--- src/rtl/sync_ctr5_pkg.sv ---
// ============================================================================
// Module      : sync_ctr5_pkg
// Description : Shared state encoding and default width for sync counters.
// Revision    : 1.0 - initial release
// ============================================================================
`default_nettype none

package sync_ctr5_pkg;

  localparam int unsigned C_DEFAULT_WIDTH = 5;

  typedef enum logic [1:0] {
    IDLE = 2'b00,
    RUN  = 2'b01,
    DONE = 2'b10
  } ctr_state_e;

endpackage

`default_nettype wire

--- src/rtl/inc_dec5.sv ---
// ============================================================================
// Module      : inc_dec5
// Description : Combinational inc/dec with inclusive limit and wrap detect.
// Revision    : 1.0 - initial release
// ============================================================================
`default_nettype none

module inc_dec5 #(
  parameter int unsigned WIDTH = 5
) (
  input  logic [WIDTH-1:0] i_value,
  input  logic [WIDTH-1:0] i_max,
  input  logic             i_up,
  output logic [WIDTH-1:0] o_next,
  output logic             o_wrap
);

  // Up-count wraps on >= so a limit lowered below the count still rolls over.
  always_comb begin
    o_next = i_value;
    o_wrap = 1'b0;
    if (i_up) begin
      if (i_value >= i_max) begin
        o_next = '0;
        o_wrap = 1'b1;
      end else begin
        o_next = i_value + WIDTH'(1);
      end
    end else begin
      if (i_value == '0) begin
        o_next = i_max;
        o_wrap = 1'b1;
      end else begin
        o_next = i_value - WIDTH'(1);
      end
    end
  end

endmodule

`default_nettype wire

--- src/rtl/sync_ctr5.sv ---
// ============================================================================
// Module      : sync_ctr5
// Description : Up/down modulo counter with start/stop FSM and one-shot mode.
// Revision    : 1.0 - initial release
// ============================================================================
`default_nettype none

module sync_ctr5
  import sync_ctr5_pkg::*;
#(
  parameter int unsigned WIDTH   = C_DEFAULT_WIDTH,
  parameter bit          ONESHOT = 1'b0
) (
  input  logic             clk,
  input  logic             rst_n,
  input  logic             start,
  input  logic             stop,
  input  logic             en,
  input  logic             up,
  input  logic             load,
  input  logic [WIDTH-1:0] Din,
  input  logic [WIDTH-1:0] max,
  output logic [WIDTH-1:0] Dout,
  output logic             tc,
  output logic             wrap,
  output logic             busy
);

  ctr_state_e       state_q, state_d;
  logic [WIDTH-1:0] dout_q, dout_d;
  logic             wrap_q, wrap_d;
  logic             busy_q, busy_d;

  logic [WIDTH-1:0] w_next;
  logic             w_wrap;

  inc_dec5 #(
    .WIDTH (WIDTH)
  ) u_inc_dec5 (
    .i_value (dout_q),
    .i_max   (max),
    .i_up    (up),
    .o_next  (w_next),
    .o_wrap  (w_wrap)
  );

  always_comb begin
    state_d = state_q;
    dout_d  = dout_q;
    wrap_d  = 1'b0;

    case (state_q)
      IDLE: if (start) state_d = RUN;
      RUN: begin
        if (stop) begin
          state_d = IDLE;
        end else if (en) begin
          dout_d = w_next;
          wrap_d = w_wrap;
          if (w_wrap && ONESHOT) state_d = DONE;
        end
      end
      DONE:    if (start) state_d = RUN;
      default: state_d = IDLE;
    endcase

    // Load beats counting and all transitions except DONE->IDLE.
    if (load) begin
      dout_d  = (Din > max) ? max : Din;
      wrap_d  = 1'b0;
      state_d = (state_q == DONE) ? IDLE : state_q;
    end

    busy_d = (state_d == RUN);
  end

  always_ff @(posedge clk) begin
    if (!rst_n) begin
      state_q <= IDLE;
      dout_q  <= '0;
      wrap_q  <= 1'b0;
      busy_q  <= 1'b0;
    end else begin
      state_q <= state_d;
      dout_q  <= dout_d;
      wrap_q  <= wrap_d;
      busy_q  <= busy_d;
    end
  end

  assign Dout = dout_q;
  assign wrap = wrap_q;
  assign busy = busy_q;
  assign tc   = (state_q == RUN) && (up ? (dout_q == max) : (dout_q == '0));

endmodule

`default_nettype wire
--- config.mk ---
export PLATFORM = sky130hd
export DESIGN_NAME = sync_ctr5
export DESIGN_NICKNAME = d
export VERILOG_FILES = /design/src/rtl/sync_ctr5_pkg.sv /design/src/rtl/inc_dec5.sv /design/src/rtl/sync_ctr5.sv
export SDC_FILE = /design/constraint.sdc
export NUM_CORES = 1
export LEC_CHECK = 0
export BUFFER_PORTS_ARGS = -buffer_cell sky130_fd_sc_hd__buf_4
export CORE_MARGIN = 1
export CORE_UTILIZATION = 28
export CTS_CLUSTER_SIZE = 20
export DETAILED_ROUTE_END_ITERATION = 8
export PLACE_DENSITY = 0.45
export SLEW_MARGIN = 20
export SYNTH_ARGS = -nofsm -noshare
export SYNTH_HDL_FRONTEND = slang
export SYNTH_SLANG_ARGS = --single-unit
--- constraint.sdc ---
create_clock -name clk -period 3.3 [get_ports clk]
set_input_delay 0.66 -clock clk [delete_from_list [all_inputs] [get_ports clk]]
set_output_delay 0.66 -clock clk [all_outputs]
set_load 0.05 [all_outputs]
==> flow_summary.json <==
{
  "yosysWarnings": 0,
  "nets": 179,
  "htreeDepth": 1,
  "globalplace.congestion": 0.754,
  "maxCapViolations": 0,
  "cts_tree": "built",
  "placementRows": 20,
  "fillers": 367,
  "critical_path_peak_fanout": 9,
  "clk_latency_ns": 0.27,
  "clock-sinks": 9,
  "ys_ff_latch": 9,
  "grt_use_total_pct": 16.5,
  "clock.fmax_mhz": 364,
  "cts.clk_slew.worst_paths_ns": 0.07,
  "wl_um": 2680,
  "ys_types": 35,
  "die_h_um": 60.7,
  "tns_ns": 0,
  "worst_slack_ns": 0.556,
  "vias_per_cell": 5.32,
  "place_ws_ns": 0.803,
  "worstPathArrival_ns": 2.08,
  "grt-ovfl-total": 0,
  "ctsResizeCount": 0,
  "ys_async_sr_fraction_pct": 0,
  "pwr_density_cell_nw_per_um2": 325,
  "fin_crit_sh_pct": 83.2,
  "crit_buf_inv": 2,
  "wl_per_cell_um": 13.9,
  "synthFlopType": "dfxtp_1",
  "worstSetupPathType": "reg -> out",
  "placed_cell_area_um2": 1180,
  "grt_pass1_wl_um": 4400,
  "portBuffers": 24,
  "slew_headroom_pct": 55.0,
  "cts.path.max_buffers": 2,
  "finalInstanceArea_um2": 1200,
  "worst_slew_pin_slew_ns": 0.671,
  "start_util_pct": 30.6,
  "die-width_um": 60.7,
  "pin_count": 25,
  "rsz0062_at_grt": "false",
  "detail-route-antenna-nets": 0,
  "synth-seq-area-share_pct": 18.7,
  "cp-start-kind": "flip-flop",
  "synth_area_per_cell_um2": 7.77,
  "drc": 0,
  "cts_setup_buffers": 0,
  "diodes": 0,
  "slowest_stage": "or4b_4",
  "dp_hpwl_um": 2150,
  "grt_antenna_before_repair": 0,
  "grt_max_degree": 11,
  "firstDrtPassIters": 4,
  "crit_path_cell_trace": "inv_1, ha_1, or4b_4, nor2_1, a21oi_1, nor3b_2, buf_4",
  "hold_path.class": "reg -> reg",
  "vias": 1026,
  "cp_top_family": "simple AND/OR/NAND/NOR gates",
  "dieArea_um2": 3680,
  "final.min_clock_period_ns": 2.74,
  "drive_gt1_share_pct": 22.1,
  "drv_slew": 0,
  "syn_area_um2": 963,
  "grt_pass1_vias": 948,
  "vdd_drop_max_uv": 183,
  "syn2layout_area_growth_pct": 25.1,
  "cts_made_buffers": 3,
  "drt_iter0_drc": 46,
  "synth_edf_count": 0,
  "critPathRequiredTime_ns": 2.64,
  "syn_nets": 153,
  "core_area_um2": 3150,
  "p_leak_nw": 0.524,
  "root_buffer": "clkbuf_4",
  "ctsHoldBuffers": 0,
  "critPathMaxStageDelay_ns": 0.55,
  "worst_hold_slack_ns": 0.581,
  "synthCells": 124,
  "setup_violations": 0,
  "outcome": "completed",
  "final_hold_viol_count": 0,
  "fin_skew_ns": 0.00143,
  "end_kind": "output port"
}
-- per-layer routing --
layer / track usage [%] / part of all wire, %
met4: 1.62 / 0
met3: 4.48 / 4.7
met5: 0 / 0
met2: 25.6 / 46
met1: 23.6 / 50
-- cells by family (layout without fill, tap and decap cells) --
| group | count (synthesis) | in the layout | share of synthesized area, % |
|---|---|---|---|
| AND/OR/NAND/NOR | 51 | 51 | 29.1 |
| AO/OA/AOI/OAI | 33 | 33 | 24.4 |
| buffers and inverters | 13 | 38 | 6.62 |
| adder cells (fa/ha/maj) | 12 | 12 | 15.6 |
| flip-flops | 9 | 9 | 18.7 |
| XOR/XNOR | 5 | 5 | 4.55 |
| multiplexers | 1 | 1 | 1.04 |
-- sequential cells by signal (all words and copies together) (netlist names) --
signal,cells
Dout,5
busy,1
state_q,2
wrap,1
-- stage by stage --
stage	cells	util [%]	power, mW
3_5_place_dp	189	37.3	0.303
4_1_cts	193	38.2	0.396
5_1_grt	193	38.2	0.422
3_3_place_gp	189	37.3	0.303
2_1_floorplan	124	-	0.253
6_report	193	38.2	0.391
-- path summary, 6_finish.rpt --
check	start	cells after the start	end	slack, ns
setup / recovery	Dout[0]	7	tc	0.56
setup reg to reg	Dout[0]	7	Dout[3]	1.38
hold reg to reg	state_q[0]	2	state_q[0]	0.58
hold / removal	state_q[0]	2	state_q[0]	0.58
-- worst register-to-register path: cells and delay by family, from the launching register on --
kind            cells  cell delay [ns]
simple gates        2             0.68
compound gates      3             0.42
buf+inv             1             0.12
flops               1             0.37
fa+ha+maj           1             0.22
-- power breakdown --
| group | internal, mW | switching (mW) |
|---|---|---|
| Clock | 0.0449 | 0.0465 |
| Combinational | 0.0712 | 0.0976 |
| Sequential | 0.116 | 0.0149 |
| Total | 0.232 | 0.159 |
-- cell usage in the layout (no fill, tap or decap), drive strengths merged, types with 2 or more instances in the layout --
cell type / instances
inv: 10
dfxtp: 9
nor2b: 4
a21oi: 4
o21ai: 7
nand2: 5
nor3: 8
a211oi: 11
nand3: 7
nor3b: 4
a221oi: 5
or2: 2
buf: 24
xnor2: 4
nor2: 13
o311a: 2
ha: 12
clkbuf: 3
a31oi: 2
-- area by class of cell --
| cell class | count | area (um^2) | share of cell area, % |
|---|---|---|---|
| Sequential cell | 9 | 180 | 15.0 |
| Inverter | 10 | 37.5 | 3.12 |
| Clock inverter | 1 | 5.00 | 0.415 |
| Multi-Input combinational cell | 102 | 724 | 60.1 |
| Tap cell | 44 | 55.1 | 4.57 |
| Clock buffer | 3 | 22.5 | 1.87 |
| Timing Repair Buffer | 24 | 180 | 15.0 |
-- Yosys cell counts (2+ instances only) --
master / n / area, um^2
nor2_1: 13 / 48.8
ha_1: 12 / 150
a211oi_1: 10 / 75.1
inv_1: 10 / 37.5
dfxtp_1: 9 / 180
nand3_1: 7 / 35.0
nor3_1: 7 / 35.0
o21ai_0: 6 / 30.0
a221oi_1: 5 / 43.8
nand2_1: 5 / 18.8
a21oi_1: 4 / 20.0
nor2b_1: 4 / 25.0
nor3b_1: 4 / 30.0
xnor2_1: 4 / 35.0
a31oi_1: 2 / 12.5
buf_6: 2 / 22.5
o311a_1: 2 / 20.0
Note: power is estimated with default switching activity, not from simulation.
